### src/rtl/vga_sync_receiver.sv
// vga_sync_receiver: locks to 640x480@60 VGA sync timing and recovers pixel coordinates and colour.
// Define FRAME_CRC_EN to compute a per-frame CRC-16-CCITT of the captured pixels on FRAME_CRC.
module vga_sync_receiver #(
    parameter int unsigned H_TOTAL     = 800,
    parameter int unsigned V_TOTAL     = 525,
    parameter int unsigned H_START     = 144,
    parameter int unsigned V_START     = 35,
    parameter int unsigned H_ACTIVE    = 640,
    parameter int unsigned V_ACTIVE    = 480,
    parameter int unsigned SAMPLE_DIV  = 2,
    parameter int unsigned H_TOL       = 2,
    parameter int unsigned LOCK_FRAMES = 2
) (
    input  logic        CLOCK_50,
    input  logic        RESET,
    input  logic        H_SYNC,
    input  logic        V_SYNC,
    input  logic        RED,
    input  logic        GREEN,
    input  logic        BLUE,
    output logic        LOCKED,
    output logic        PIXEL_VALID,
    output logic [9:0]  PIXEL_X,
    output logic [9:0]  PIXEL_Y,
    output logic [2:0]  PIXEL_RGB,
    output logic        FRAME_START,
    output logic [7:0]  ERR_CNT,
    output logic [15:0] FRAME_CRC
);

    localparam logic [12:0] LEN_MIN = 13'(H_TOTAL * SAMPLE_DIV - H_TOL);
    localparam logic [12:0] LEN_MAX = 13'(H_TOTAL * SAMPLE_DIV + H_TOL);
    localparam logic [11:0] TMO     = 12'(2 * H_TOTAL * SAMPLE_DIV);
    localparam logic [11:0] DIV     = 12'(SAMPLE_DIV);
    localparam logic [11:0] PHASE   = 12'(SAMPLE_DIV / 2);
    localparam logic [11:0] HS      = 12'(H_START);
    localparam logic [11:0] HE      = 12'(H_START + H_ACTIVE);
    localparam logic [9:0]  VS      = 10'(V_START);
    localparam logic [9:0]  VE      = 10'(V_START + V_ACTIVE);
    localparam logic [9:0]  VLAST   = 10'(V_TOTAL - 1);
    localparam logic [7:0]  LOCKN   = 8'(LOCK_FRAMES);

    typedef enum logic [1:0] {
        ST_SEARCH,
        ST_MEASURE,
        ST_LOCKED
    } state_t;

    state_t      state, state_nxt;
    logic [7:0]  good_frames, good_nxt;
    logic        err_inc, fs_now;

    logic [4:0]  sync1, sync2;
    logic        hs_d, vs_d;
    logic        h_edge, v_edge;
    logic [11:0] hcyc;
    logic [9:0]  vline;
    logic [12:0] line_len;
    logic        line_ok, frame_ok, timeout;
    logic [11:0] pix, phase;
    logic        sample_hit;

    // RGB rides the same two-flop pipeline as the syncs so it stays aligned with them.
    always_ff @(posedge CLOCK_50) begin
        if (!RESET) begin
            sync1 <= '1;
            sync2 <= '1;
            hs_d  <= 1'b1;
            vs_d  <= 1'b1;
        end else begin
            sync1 <= {H_SYNC, V_SYNC, RED, GREEN, BLUE};
            sync2 <= sync1;
            hs_d  <= sync2[4];
            vs_d  <= sync2[3];
        end
    end

    assign h_edge = hs_d & ~sync2[4];
    assign v_edge = vs_d & ~sync2[3];

    always_ff @(posedge CLOCK_50) begin
        if (!RESET) begin
            hcyc  <= '0;
            vline <= '0;
        end else begin
            if (h_edge)
                hcyc <= '0;
            else if (hcyc != TMO)
                hcyc <= hcyc + 12'd1;
            if (v_edge)
                vline <= '0;
            else if (h_edge)
                vline <= vline + 10'd1;
        end
    end

    assign line_len   = {1'b0, hcyc} + 13'd1;
    assign line_ok    = (line_len >= LEN_MIN) && (line_len <= LEN_MAX);
    assign frame_ok   = (vline == VLAST);
    assign timeout    = (hcyc == TMO);
    assign pix        = hcyc / DIV;
    assign phase      = hcyc % DIV;
    assign sample_hit = (phase == PHASE) && (pix >= HS) && (pix < HE) &&
                        (vline >= VS) && (vline < VE);

    always_ff @(posedge CLOCK_50) begin
        if (!RESET) begin
            state       <= ST_SEARCH;
            good_frames <= '0;
        end else begin
            state       <= state_nxt;
            good_frames <= good_nxt;
        end
    end

    always_comb begin
        state_nxt = state;
        good_nxt  = good_frames;
        err_inc   = 1'b0;
        fs_now    = 1'b0;
        case (state)
            ST_SEARCH: begin
                if (v_edge) begin
                    state_nxt = ST_MEASURE;
                    good_nxt  = '0;
                end
            end
            ST_MEASURE: begin
                if ((h_edge && !line_ok) || timeout) begin
                    state_nxt = ST_SEARCH;
                end else if (v_edge) begin
                    if (!frame_ok) begin
                        good_nxt = '0;
                    end else if (8'(good_frames + 8'd1) == LOCKN) begin
                        state_nxt = ST_LOCKED;
                        good_nxt  = '0;
                    end else begin
                        good_nxt = good_frames + 8'd1;
                    end
                end
            end
            ST_LOCKED: begin
                if ((h_edge && !line_ok) || timeout || (v_edge && !frame_ok)) begin
                    state_nxt = ST_SEARCH;
                    err_inc   = 1'b1;
                end else if (v_edge) begin
                    fs_now = 1'b1;
                end
            end
            default: state_nxt = ST_SEARCH;
        endcase
    end

    assign LOCKED = (state == ST_LOCKED);

    always_ff @(posedge CLOCK_50) begin
        if (!RESET) begin
            PIXEL_VALID <= 1'b0;
            PIXEL_X     <= '0;
            PIXEL_Y     <= '0;
            PIXEL_RGB   <= '0;
            FRAME_START <= 1'b0;
            ERR_CNT     <= '0;
        end else begin
            PIXEL_VALID <= LOCKED && sample_hit;
            FRAME_START <= fs_now;
            if (LOCKED && sample_hit) begin
                PIXEL_X   <= 10'(pix - HS);
                PIXEL_Y   <= vline - VS;
                PIXEL_RGB <= sync2[2:0];
            end
            if (err_inc && (ERR_CNT != 8'hFF))
                ERR_CNT <= ERR_CNT + 8'd1;
        end
    end

`ifdef FRAME_CRC_EN
    logic [15:0] crc_acc;

    function automatic logic [15:0] crc_byte(input logic [15:0] c, input logic [7:0] d);
        logic [15:0] r;
        logic [7:0]  s;
        r = c;
        s = d;
        for (int unsigned i = 0; i < 8; i++) begin
            if (r[15] ^ s[7])
                r = {r[14:0], 1'b0} ^ 16'h1021;
            else
                r = {r[14:0], 1'b0};
            s = {s[6:0], 1'b0};
        end
        return r;
    endfunction

    always_ff @(posedge CLOCK_50) begin
        if (!RESET) begin
            crc_acc   <= 16'hFFFF;
            FRAME_CRC <= '0;
        end else if (FRAME_START) begin
            FRAME_CRC <= crc_acc;
            crc_acc   <= 16'hFFFF;
        end else if (PIXEL_VALID) begin
            crc_acc <= crc_byte(crc_acc, {5'b00000, PIXEL_RGB});
        end
    end
`else
    assign FRAME_CRC = '0;
`endif

endmodule

### config.mk
export PLATFORM = sky130hd
export DESIGN_NAME = vga_sync_receiver
export DESIGN_NICKNAME = d
export VERILOG_FILES = /design/src/rtl/vga_sync_receiver.sv
export SDC_FILE = /design/constraint.sdc
export NUM_CORES = 1
export LEC_CHECK = 0
export BUFFER_PORTS_ARGS = -buffer_cell sky130_fd_sc_hd__buf_4
export CORE_MARGIN = 2
export CORE_UTILIZATION = 35
export CTS_BUF_LIST = sky130_fd_sc_hd__clkbuf_4
export CTS_CLUSTER_SIZE = 30
export DETAILED_ROUTE_END_ITERATION = 16
export HOLD_SLACK_MARGIN = 0.06
export PLACE_DENSITY_LB_ADDON = 0.08
export SETUP_SLACK_MARGIN = 0.15
export SLEW_MARGIN = 15
export SYNTH_ARGS = -nofsm -noshare
export SYNTH_HDL_FRONTEND = slang
export SYNTH_SLANG_ARGS = --single-unit
### constraint.sdc
create_clock -name CLOCK_50 -period 7.75 [get_ports CLOCK_50]
set_input_delay 0.775 -clock CLOCK_50 [delete_from_list [all_inputs] [get_ports CLOCK_50]]
set_output_delay 0.775 -clock CLOCK_50 [all_outputs]
set_load 0.1 [all_outputs]
==> results summary, run 1 <==
The share of the Yosys chip area taken by registers is 40.1%. The overall die area is 11800 um2. Counting every sink on the clock net gives 77. After technology mapping, the gate count stands at 452.

The worst path setup slack after routing is 4580 ps. The number of remaining DRC errors is 0. After detailed placement, the total cell area comes to 4180 um2.

The worst setup path endpoint is good_frames[6]$_SDFFE_PN0P_. The count of final max-slew check failures is 0. The register clock-pin slew on the reported worst setup and hold paths is 130 ps. The final weighted congestion in routability-driven placement is 0.842.

Setup violations remaining at the end of the flow were counted as 0. The final cell area excluding filler cells came out at 4340 um2. For this run, the top clock speed supported by timing is 316 MHz. The maximum clock skew at final layout is 22.9 ps. The sum of overflow across all layers after global routing is 0. In this run the critical register-to-register path is launched from hcyc[0]$_SDFFE_PP0N_. Counting flops and latches in the post-synthesis netlist gives 77. In this run the worst path has a maximum fanout of 9. The worst register-to-register path has a depth of 8.

The remaining max-slew budget at the tightest pin is 49.5%. The largest net degree at the start of global routing came out at 32. In this run the standard cell core region covers 10800 um2. CTS placed an instance of clkbuf_4 at the clock tree root. The H-tree depth is 3. The highest cell delay on the worst timing path came out at 530 ps. The total power per unit cell area came out at 173 nW/um2.

The worst setup path is launched from a flip-flop. The first detailed-routing pass took 4 iterations. The proportion of synthesized flip-flops having asynchronous set or reset came out at 0%. The number of distinct standard cells referenced by the synthesized netlist is 55. The sum of routed wire length over all layers came out at 8580 um. Dividing the synthesized area by the synthesized cell count gives 8.51 um2. At the pin with the least slew margin, the transition time is 751 ps.

In this run the static leakage power is 1.62 nW. The total of max-cap violations is 0. The run finished with clean final reports. Setup repair after global routing left no endpoint under its margin. The number of nets in the layout came out at 501. Walking the worst path, the cells encountered are ha_1 > nand3_1 > nor3_1 > mux2_2 > or4_4 > a211o_1 > a211o_1 > a21oi_2. The share of synthesized area in the top cell type comes to 40.1%. The count of yosys warnings during synthesis came out at 0.

The number of vias per cell is 5.09. The via count is 3194. The total CTS buffers came out at 9. The period utilization is 40.9%.

The total of buffers placed on input and output ports came out at 40. At the worst endpoint, the required time is 8110 ps. The most numerous cell type found on the critical path is a211o_1.

The layout cell share with drive strength beyond 1 is 13.7%. The clock period minus worst slack came out at 3170 ps. The count of endpoints failing hold in the final timing report is 0.

The number of antenna violations at the first check in global routing came to 0. The initialized floorplan defines 38 standard-cell rows. TritonCTS built the clock tree. The total design power came out at 0.752 mW. In the post-synthesis netlist, the biggest area contributors are dfxtp_1 (40%), nor2_1 (6.3%), mux2i_1 (4.4%). The post-detailed-route wirelength per cell is 13.7 um.

The buffer count from post-CTS setup fixing came out at 0. The detailed placer's ending HPWL came out at 6230 um. The slowest stage of the critical path belongs to the cell dfxtp_1. dfxtp_1 takes more of the synthesized area than any other cell. The combined area of all synthesized cells came out at 3850 um2. The count of hold-fix buffers inserted at cts is 0. The count of flip-flops with a built-in enable after synthesis came out at 0.

The global routing usage summed across all routing layers is 15.6%. The worst setup slack for register-to-register paths came out at 4580 ps. The number of global-route vias before repair came to 2952. The critical path in this run is classified as reg -> reg. The number of ports placed on the die boundary came out at 57. The path class of the tightest hold or removal check is reg -> reg.

The number of resized instances in the post-cts repair step came out at 0. The number of antenna repair diodes came out at 0. The residual antenna-violating net count after detailed routing is 0. The die height came out at 109 um. For this run, the leading register cell type out of synthesis is dfxtp_1. The worst-case IR drop observed on VDD is 0.0758 mV. The source-to-sink clock delay at the later pin of the worst-skew pair came out at 440 ps. Once the floorplan was initialized, standard cells occupied 35.6% of the core. The floorplan step set the die width to 109 um. The critical path capture point type is a flip-flop. The area growth from synthesis to final layout is 12.9%. The layout has 1121 filler cells. The arrival time at the worst endpoint came out at 3530 ps. The setup TNS came out at 0 ps. The launching element of the worst setup path is hcyc[0]$_SDFFE_PP0N_. The detailed router's first-iteration violation count is 113. At the placement stage, the worst setup path has a slack of 4590 ps.

Once layout is complete, the utilization of the core stands at 40.3%. In this run the critical register-to-register path is captured at good_frames[6]$_SDFFE_PN0P_. The wire length of the first global-routing pass came out at 14400 um.

The buffer levels on the longest clock path came out at 2.
-- layout by cell type (no fill, tap or decap), drive strengths merged, types with 11 or more instances in the layout --
cell type and instances:
nand2b 23, xnor2 16, mux2i 17, conb 16, ha 11, buf 43
a21oi 19, nor2 65, nand2 38, xor2 14, nand3 16, dfxtp 77
inv 14, o21ai 11
-- stage by stage --
| step | std cells | hold slack [ps] |
|---|---|---|
| floorplan | 467 | 386 |
| global placement | 612 | 390 |
| detailed placement | 612 | 391 |
| CTS | 628 | 422 |
| global route | 628 | 437 |
| finish | 628 | 420 |
-- area by class of cell --
class | count | area, um2 | share of cell area (%)
well taps | 140 | 175 | 4.03
clock buffers | 9 | 67.6 | 1.56
clock inverters | 7 | 96.3 | 2.22
multi-input cells | 339 | 2090 | 48.2
inverters | 13 | 48.8 | 1.12
flip-flops and latches | 77 | 1540 | 35.5
repair buffers | 43 | 323 | 7.43
-- where the power goes --
part           leakage, nW  switching (mW)  internal [mW]
Clock               0.0806           0.149          0.132
Sequential           0.623         0.00439          0.400
Combinational        0.915          0.0540         0.0122
-- cells in the mapped netlist, drive strengths merged (2+ instances only) --
cell,n
o21ai,11
inv,12
a311oi,3
and2,2
a211o,2
xnor2,16
o2111ai,2
nand3b,4
or3,6
and3,7
nor3b,2
or4,4
dfxtp,77
nand4,6
nand2b,23
nand3,16
nor4bb,2
nand4b,3
mux2i,17
a31oi,2
a211oi,7
nor4,5
xor2,14
nor3,10
clkbuf,12
buf,26
nor2,65
ha,11
nand2,38
o22ai,7
nor2b,6
a21oi,19
-- sequential cells by signal, summed over array words and instances (netlist names) --
name / flops
sync2: 5
sync1: 5
ERR_CNT: 8
good_frames: 8
FRAME_START: 1
hcyc: 12
PIXEL_VALID: 1
PIXEL_X: 10
PIXEL_RGB: 3
vs_d: 1
PIXEL_Y: 10
hs_d: 1
vline: 10
state: 2
-- logic make-up after synthesis --
group	share of synthesized area (%)
and+or+nand+nor	26.8
DFF	40.1
AOI/OAI and AO/OA	10.8
buffers and inverters	7.15
xor gates and xnor gates	6.83
muxes	4.72
adders and majority gates	3.58
other	0.0975
-- metal layers --
| layer | track usage (%) | wire length (um) | vias up |
|---|---|---|---|
| met5 | 0 | 0 | - |
| met4 | 5.68 | 177 | 0 |
| met3 | 3.83 | 363 | 19 |
| met2 | 24.2 | 3890 | 76 |
| met1 | 21.0 | 4150 | 1507 |
| li1 | - | - | 1592 |
-- critical path: cells and delay by family, from the launching register on --
family          cells  cell delay, ps
flops               1             530
simple gates        3             990
mux                 1             390
fa+ha+maj           1             310
compound gates      3             890
-- worst min path at each step --
stage | slack (ps) | startpoint | endpoint | cells past startpoint
3_3_place_gp | 390 | sync1[3]$_SDFF_PN1_ | sync2[3]$_SDFF_PN1_ | 1
4_1_cts | 420 | sync1[0]$_SDFF_PN1_ | sync2[0]$_SDFF_PN1_ | 1
6_report | 420 | sync1[0]$_SDFF_PN1_ | sync2[0]$_SDFF_PN1_ | 1
2_1_floorplan | 390 | sync1[0]$_SDFF_PN1_ | sync2[0]$_SDFF_PN1_ | 1
3_5_place_dp | 390 | sync1[0]$_SDFF_PN1_ | sync2[0]$_SDFF_PN1_ | 1
5_1_grt | 440 | sync1[1]$_SDFF_PN1_ | sync2[1]$_SDFF_PN1_ | 1
No activity file was read; power rests on OpenSTA's default activity.
==> inputs of run 2 (changes only) <==
==> constraint.sdc (replaced) <==
create_clock -name CLOCK_50 -period 3 [get_ports CLOCK_50]
set_input_delay 0.3 -clock CLOCK_50 [delete_from_list [all_inputs] [get_ports CLOCK_50]]
set_output_delay 0.3 -clock CLOCK_50 [all_outputs]
set_load 0.1 [all_outputs]
==> run 2 against run 1 <==
Via count down 1.8%. Critical path depth unchanged. Utilization up 0.89 points. Register-to-register slack worse by 4300 ps. Flip-flop and latch count unchanged. Combinational power rose to 2.9 times the previous value. Worst hold slack worse by 210 ps. Count of clock-buffer cells in the layout unchanged. Die area unchanged. Largest power group unchanged.
==> results summary, run 2 (same netlist as run 1, synthesis figures left out) <==
The effective utilization at floorplan is 35.6%. For this design, the slowest cell found on the critical path is or4_4. Setup repair after global routing left no endpoint under its margin. The die covers 11800 um2.

From bottom edge to top edge, the die measures 109 um. The buffer count from post-CTS setup fixing is 0. TritonCTS built the clock tree. The worst setup slack for register-to-register paths came out at 260 ps. Counting along the longest clock path gives a buffer depth of 2.

The total of buffers placed on input and output ports is 40. The multi-input gate area in the final layout came out at 2120 um2. The fmax is 365 MHz. The sequential cell area came out at 1540 um2. The first global-routing pass estimated 13900 um of wire. The cell count of the worst reg-to-reg path came out at 8. The total CTS buffers is 9.

The maximum clock skew at final layout is 14.9 ps. The worst hold path belongs to the class in -> reg. The number of setup violations in the final report came out at 0. Leaving out fill and tap cells, the most frequent cells in the layout are dfxtp_1 (77), nor2_1 (65), buf_4 (52), nand2_1 (38), nand2b_1 (23).

The remaining max-slew budget at the tightest pin is 51.4%. The number of antenna violations at the first check in global routing came out at 0. The register name with the most flops is hcyc. Entering global routing, the biggest net connects 32 pins.

The final weighted congestion in routability-driven placement came out at 0.816. After detailed routing, the total wire length is 8560 um. The register clock-pin slew on the reported worst setup and hold paths came out at 140 ps. In this run the critical register-to-register path is launched from hcyc[0]$_SDFFE_PP0N_. The number of placement rows is 38.

The clock period minus worst slack came out at 2740 ps. The number of antenna repair diodes came out at 0. The critical path goes through ha_1 > nand3_2 > nor3_4 > mux2_2 > or4_4 > a211o_2 > a211o_1 > a21oi_2.

Dividing the final minimum period by the clock period gives 91.3%. The total power per unit cell area came out at 404 nW/um2. The count of final max-slew check failures is 0. The layout cell share with drive strength beyond 1 came out at 15.9%. The critical path capture point type is a flip-flop. The register with the most flip-flops in the layout has 12 of them. The count of nets left with antenna violations once routing finished came out at 0. The path with the worst hold slack has its endpoint at sync1[1]$_SDFF_PN1_. The count of endpoints failing hold in the final timing report is 0. The arrival time at the worst endpoint came out at 3110 ps. The hold path depth came out at 2. The measured slew at the worst slew-check pin came out at 723 ps. The number of nets in the layout is 515.

The worst flop-to-flop path endpoint is good_frames[6]$_SDFFE_PN0P_. The routed layout has 3138 vias. In the routed layout, each cell is associated on average with a via count of 4.89. The leakage power summed over all cells came out at 1.69 nW. The source-to-sink clock delay at the later pin of the worst-skew pair is 430 ps. The tool flagged a number of max-cap violations equal to 0.

The post-detailed-route wirelength per cell is 13.3 um. Summed over all layers, the global routing overflow is 0. The width of the die came out at 109 um. In this run, the number of DRC markers left after iteration 0 of detailed routing was 129.

The setup TNS is 0 ps. The global routing usage summed across all routing layers came out at 15.1%. The H-tree depth came out at 3. The critical path is of the reg -> reg type. The maximum fanout along the worst path came out at 9.

The filler cells instantiated in the layout total 1117. The worst setup path is launched from a flip-flop. The number of global-route vias before repair was 2862.

The core region is 10800 um2. Leaving out fill and tap cells, the most frequent cell in the layout is dfxtp_1. The flow ran to the end, and the final reports show no timing, DRC or antenna violations.

The first-pass iteration count of the detailed router is 4. The number of remaining DRC errors came out at 0. The detailed placer's ending HPWL is 6160 um.

The origin of the worst min-delay path is RESET. Compared with the post-synthesis result, the final layout area differs by 15.4%. On the worst path, the slowest cell contributes a delay of 430 ps. The data required time at the worst endpoint is 3380 ps.

The clock root buffer is clkbuf_4. The peak supply drop came out at 0.187 mV. The clock sink total came out at 77. The final core area utilization is 41.1%. The number of ports placed on the die boundary came out at 57.
[run 2: cell types whose count changed in the layout (fill, tap and decap cells not counted), sizes merged]
cell / before / now
buf: 43 / 52
dlygate4sd3: 0 / 5
clkinv: 2 / 6
bufinv: 2 / 0
clkinvlp: 2 / 1
inv: 14 / 13
[run 2: timing repair]
action,4_1_cts,5_1_grt
gates resized for setup,0,4
endpoints found under the hold margin,5,0
endpoints found under the setup margin,0,7
hold buffers,5,0
[run 2: how the worst max path moves through the flow]
stage | end | from | slack, ps | cells after the start
2_1_floorplan | good_frames[6]$_SDFFE_PN0P_ | hcyc[0]$_SDFFE_PP0N_ | 210 | 9
3_3_place_gp | good_frames[6]$_SDFFE_PN0P_ | hcyc[0]$_SDFFE_PP0N_ | 230 | 8
3_5_place_dp | good_frames[6]$_SDFFE_PN0P_ | hcyc[0]$_SDFFE_PP0N_ | 200 | 8
4_1_cts | good_frames[6]$_SDFFE_PN0P_ | hcyc[0]$_SDFFE_PP0N_ | 180 | 8
5_1_grt | good_frames[6]$_SDFFE_PN0P_ | hcyc[0]$_SDFFE_PP0N_ | 160 | 8
6_report | good_frames[6]$_SDFFE_PN0P_ | hcyc[0]$_SDFFE_PP0N_ | 260 | 8
[run 2: where the power goes]
group / total [mW] / internal [mW] / leakage (nW) / switching (mW)
logic: 0.189 / 0.0403 / 1.00 / 0.148
clock network: 0.567 / 0.173 / 0.0639 / 0.394
registers: 1.04 / 1.03 / 0.623 / 0.00539
[run 2: final cells by class]
| cell class | instances | area share, % |
|---|---|---|
| tap | 140 | 3.94 |
| timing repair buffer | 57 | 9.92 |
| clock buffer | 9 | 1.52 |
| multi-input combinational | 339 | 47.6 |
| inverter | 13 | 1.10 |
| sequential | 77 | 34.7 |
| clock inverter | 7 | 1.16 |
[run 2: critical path: cells and delay by family (launching register included)]
kind	cells	cell delay (ps)
mux	1	370
simple gates	3	830
flops	1	360
compound gates	3	870
fa+ha+maj	1	260
[run 2: routing by layer]
metal  share of wire (%)  track usage, %  vias to the layer above  wire [um]
met5                   0               0                        -          0
met4                 1.2            4.49                        0        104
met3                 4.3            4.66                        9        365
met2                  44            23.4                       59       3790
met1                  50            20.2                     1443       4300
li1                    -               -                     1627          -
[run 2: per-stage QoR]
stage	power [mW]	std cells	hold slack (ps)	setup WS [ps]	instance area (um2)
2_1_floorplan	1.23	467	386	206	3910
3_3_place_gp	1.25	621	390	234	4250
3_5_place_dp	1.25	621	394	205	4250
4_1_cts	1.83	642	184	177	4420
5_1_grt	1.89	642	178	156	4440
6_report	1.79	642	210	261	4440
